File: config.mk
export PLATFORM = sky130hd
export DESIGN_NAME = product_writeback
export DESIGN_NICKNAME = d
export VERILOG_FILES = /design/src/rtl/product_writeback.sv
export SDC_FILE = /design/constraint.sdc
export NUM_CORES = 1
export LEC_CHECK = 0
export CORE_ASPECT_RATIO = 0.6
export CORE_UTILIZATION = 45
export CTS_BUF_LIST = sky130_fd_sc_hd__clkbuf_4
export DETAILED_ROUTE_END_ITERATION = 10
export PLACE_DENSITY = 0.79
export SYNTH_ARGS = -nofsm -noshare
export SYNTH_HDL_FRONTEND = slang
export SYNTH_SLANG_ARGS = --single-unit
File: constraint.sdc
create_clock -name clk -period 4.1 [get_ports clk]
set_input_delay 0.82 -clock clk [delete_from_list [all_inputs] [get_ports clk]]
set_output_delay 0.82 -clock clk [all_outputs]
set_load 0.1 [all_outputs]
File: src/rtl/product_writeback.sv
// Purpose: captures the multiplier product on a done rising edge and writes it to the register file as two byte writes, low byte first.
// Latency: low-byte write 1 cycle after the capture edge, high-byte write after 2 cycles, done pulse after 3 cycles.
// Backpressure: none; a capture arriving while busy is dropped and sets sticky overrun. Optional accumulate mode: PRODUCT_ACC_EN.
module product_writeback #(
    parameter int          DATA_W = 8,
    parameter int          REG_AW = 3,
    parameter logic [3:0]  MUL_OP = 4'b0100
) (
    input  logic                clk,
    input  logic                rst_n,
    input  logic [3:0]          ctr,
    input  logic                prod_valid,
    input  logic [2*DATA_W-1:0] prod,
    input  logic [REG_AW-1:0]   dst_lo,
    input  logic [REG_AW-1:0]   dst_hi,
    input  logic                acc_clr,
    output logic                rf_we,
    output logic [REG_AW-1:0]   rf_waddr,
    output logic [DATA_W-1:0]   rf_wdata,
    output logic                busy,
    output logic                done,
    output logic                ovf,
    output logic                overrun
);

    typedef enum logic [1:0] {IDLE, WR_LO, WR_HI, DONE} state_t;

    state_t                state, state_nxt;
    logic                  prev_valid;
    logic [2*DATA_W-1:0]   prod_q;
    logic [REG_AW-1:0]     dst_lo_q, dst_hi_q;
    logic                  cap_evt, capture;
    logic [2*DATA_W-1:0]   result;
    logic                  ovf_nxt;

    assign cap_evt = prod_valid & ~prev_valid & (ctr == MUL_OP);
    assign capture = cap_evt & (state == IDLE);

`ifdef PRODUCT_ACC_EN
    logic [2*DATA_W-1:0] acc;
    logic [2*DATA_W-1:0] acc_base;
    logic [2*DATA_W:0]   sum;

    // A clear in the capture cycle makes the result 0 + prod.
    assign acc_base = acc_clr ? '0 : acc;
    assign sum      = {1'b0, acc_base} + {1'b0, prod};
    assign result   = sum[2*DATA_W-1:0];
    assign ovf_nxt  = sum[2*DATA_W] | (|sum[2*DATA_W-1:DATA_W]);

    always_ff @(posedge clk) begin
        if (!rst_n) begin
            acc <= '0;
        end else if (capture) begin
            acc <= result;
        end else if (acc_clr && state == IDLE) begin
            acc <= '0;
        end
    end
`else
    logic unused_acc_clr;
    assign unused_acc_clr = acc_clr;
    assign result  = prod;
    assign ovf_nxt = |prod[2*DATA_W-1:DATA_W];
`endif

    always_ff @(posedge clk) begin
        if (!rst_n) begin
            state      <= IDLE;
            prev_valid <= 1'b1;
            prod_q     <= '0;
            dst_lo_q   <= '0;
            dst_hi_q   <= '0;
            ovf        <= 1'b0;
            overrun    <= 1'b0;
        end else begin
            state      <= state_nxt;
            prev_valid <= prod_valid;
            if (capture) begin
                prod_q   <= result;
                dst_lo_q <= dst_lo;
                dst_hi_q <= dst_hi;
                ovf      <= ovf_nxt;
            end
            // Includes the DONE cycle, where the FSM is still leaving busy.
            if (cap_evt && state != IDLE) begin
                overrun <= 1'b1;
            end
        end
    end

    always_comb begin
        state_nxt = state;
        rf_we     = 1'b0;
        rf_waddr  = '0;
        rf_wdata  = '0;
        busy      = 1'b0;
        done      = 1'b0;
        case (state)
            IDLE: begin
                if (capture) state_nxt = WR_LO;
            end
            WR_LO: begin
                busy      = 1'b1;
                rf_we     = 1'b1;
                rf_waddr  = dst_lo_q;
                rf_wdata  = prod_q[DATA_W-1:0];
                state_nxt = WR_HI;
            end
            WR_HI: begin
                busy      = 1'b1;
                rf_we     = 1'b1;
                rf_waddr  = dst_hi_q;
                rf_wdata  = prod_q[2*DATA_W-1:DATA_W];
                state_nxt = DONE;
            end
            DONE: begin
                busy      = 1'b1;
                done      = 1'b1;
                state_nxt = IDLE;
            end
            default: state_nxt = IDLE;
        endcase
    end

endmodule

==> results.json <==
{
  "rr_worst_depth": 5,
  "relSlewSlack_pct": 34.1,
  "reg2reg_slack_ns": 2.13,
  "row_count": 15,
  "die_area_um2": 3320,
  "cts_buffers": 3,
  "wl_per_cell_um": 13.9,
  "port_buffers": 44,
  "r2r-end": "dst_lo_q[1]",
  "end_kind": "output pin",
  "yosysTopAreaCellShare_pct": 38.9,
  "vdd_drop_max_uv": 186,
  "nFillCells": 267,
  "path_clk_slew_ns": 0.14,
  "cts_tree": "done",
  "syn_to_final_growth_pct": 29.3,
  "crit_required_ns": 3.28,
  "status": "completed",
  "slowest_delay_ns": 1.14,
  "cts_max_path_buffers": 2,
  "postCtsSetupRepairBufs": 0,
  "antenna_found_initial": 0,
  "grt_start_max_net_pins": 29,
  "start_util_pct": 47.7,
  "grt_overflow_total": 0,
  "first_pass_iters": 4,
  "whs_path_depth": 2,
  "die_w_um": 73.7,
  "cp_max_fo": 5,
  "min_to": "prod_q[3]",
  "netlist_instances": 157,
  "dpl_worst_slack_ns": 1.35,
  "pwr-share-clk_pct": 20.4,
  "place_inst": 229,
  "htree_levels": 1,
  "ys_top_cells_by_area": "dfxtp_1 39%, a21boi_1 11%, nand3_1 7.9%",
  "cts.repair.resized": 0,
  "place_congestion": 0.795,
  "postCtsHoldBufs": 0,
  "setup_tns_ns": 0,
  "cts-root-buf": "clkbuf_4",
  "routed_via_density": 5.39,
  "antenna-diode-count": 0,
  "power_frac_comb_pct": 33.7,
  "p_int_uw": 380,
  "switching_share_pct": 36.2,
  "vias": 1257,
  "syn_area_um2": 1390,
  "crit_type": "reg -> out",
  "place_hpwl_um": 2220,
  "grt_setup_unrepaired": "false",
  "avgSynthCellArea_um2": 8.85,
  "grt_pass1_wl_um": 5020,
  "fin_cells": 233,
  "grt_pass1_vias": 1093,
  "io_pins": 46,
  "ant_nets": 0,
  "crit_chain": "inv_1 > ha_1 > inv_1 > clkdlybuf4s50_1",
  "final_hold_viol_count": 0,
  "first_iter_violations": 51,
  "switchingPower_uw": 215,
  "crit_top_cell": "inv_1",
  "synth.most_common_cell": "dfxtp_1",
  "cp-start-kind": "flop",
  "nNetsFinal": 226,
  "p_leak_uw": 0.000603,
  "tightest_slew_ns": 0.985,
  "yosysUniqueCellTypes": 25,
  "ys_seq_area_share_pct": 38.9,
  "min_from": "prod_q[3]",
  "dieHeight_um": 45.0,
  "grt_usage_pct": 20.0,
  "slew_viol_final": 0,
  "clkSinkCount": 27,
  "yosys.area.top_type": "dfxtp_1",
  "post-route-period-util_pct": 76.1,
  "ys_seq_elements": 27,
  "fmax_mhz": 320,
  "r2r_start": "state[0]",
  "synth_nets": 191,
  "wl_um": 3240,
  "setup_violations": 0,
  "finalClockSkew_ns": 0.00707,
  "period_needed_ns": 3.12,
  "coreArea_um2": 2910,
  "hold_class": "reg -> reg",
  "powerDensity_nw_per_um2": 331,
  "crit_arrival_ns": 2.30,
  "synth-main-ff-cell": "dfxtp_1",
  "synth_edf_count": 0,
  "async_reset_ff_share_pct": 0,
  "worst_path_max_delay_cell": "clkdlybuf4s50_1",
  "synth_warnings": 0,
  "drive_above_1_share_pct": 11.0,
  "cap_violations": 0,
  "clk_latency_ns": 0.32,
  "layout_setup_ws_ns": 0.980,
  "seqPwrFrac_pct": 45.9,
  "drc": 0,
  "synth_common_cells": "27 x dfxtp_1, 22 x nand3_1, 20 x a21boi_1"
}
[critical path, delay by kind of cell (launching register included)]
family / cells / cell delay, ns
adder cells (fa/ha/maj): 1 / 0.25
buffers and inverters: 3 / 1.32
flip-flops: 1 / 0.41
[flip-flops by register name (all words and copies together) (netlist names)]
register	cells
prod_q	16
dst_hi_q	3
overrun	1
ovf	1
dst_lo_q	3
prev_valid	1
state	2
[cells in the final DEF, fill, tap and decap left out, types with 2 or more instances in the layout]
| cell type | count |
|---|---|
| nor2b_1 | 13 |
| nor4_1 | 2 |
| nand2_1 | 2 |
| and3b_1 | 2 |
| o21ai_2 | 2 |
| clkbuf_4 | 4 |
| o21ai_0 | 3 |
| buf_4 | 13 |
| nand3_1 | 22 |
| inv_1 | 3 |
| a22oi_1 | 11 |
| a21boi_0 | 2 |
| clkdlybuf4s50_1 | 32 |
| o21ai_1 | 18 |
| a21boi_1 | 20 |
| dfxtp_1 | 27 |
| ha_1 | 4 |
| a21oi_1 | 4 |
[power groups by stage]
stage	registers, uW	logic, uW	clock network, uW
finish	273	200	121
global route	274	211	134
CTS	273	200	126
detailed placement	279	199	0
global placement	278	197	0
floorplan	278	142	0
[final cells by class]
type | count | area (um^2) | share of cell area [%]
clock buffers | 4 | 30.0 | 1.67
inverters | 3 | 11.3 | 0.627
multi-input cells | 112 | 743 | 41.4
flip-flops and latches | 27 | 541 | 30.1
well taps | 42 | 52.6 | 2.93
repair buffers | 45 | 418 | 23.3
[per-layer routing]
metal	track usage, %	up-vias	share of wire, %
li1	-	638	-
met1	26.2	592	50
met2	33.8	25	46
met3	4.91	2	4.0
met4	4.62	0	0.37
met5	0	-	0
[metrics by stage]
step	area (um^2)	utilization, %	hold WS (ns)	power, uW
2_1_floorplan	1390	-	0.442	421
3_3_place_gp	1770	60.7	0.450	475
3_5_place_dp	1770	60.7	0.456	478
4_1_cts	1800	61.7	0.475	600
5_1_grt	1800	61.7	0.492	620
6_report	1800	61.7	0.474	595
[logic make-up after synthesis]
kind of cell	count (synthesis)	share of synthesized area, %
adders and majority gates	4	3.60
muxes	1	0.721
and+or+nand+nor	46	20.6
buffers and inverters	18	7.57
AOI/OAI and AO/OA	61	28.6
DFF	27	38.9
[worst max path at each step]
stage	end	from	slack, ns
floorplan	rf_waddr[0]	state[0]	0.33
global placement	busy	state[0]	1.38
detailed placement	busy	state[0]	1.35
CTS	busy	state[0]	0.96
global route	busy	state[1]	0.88
finish	busy	state[0]	0.98
Power figures use the tool's default switching activity.
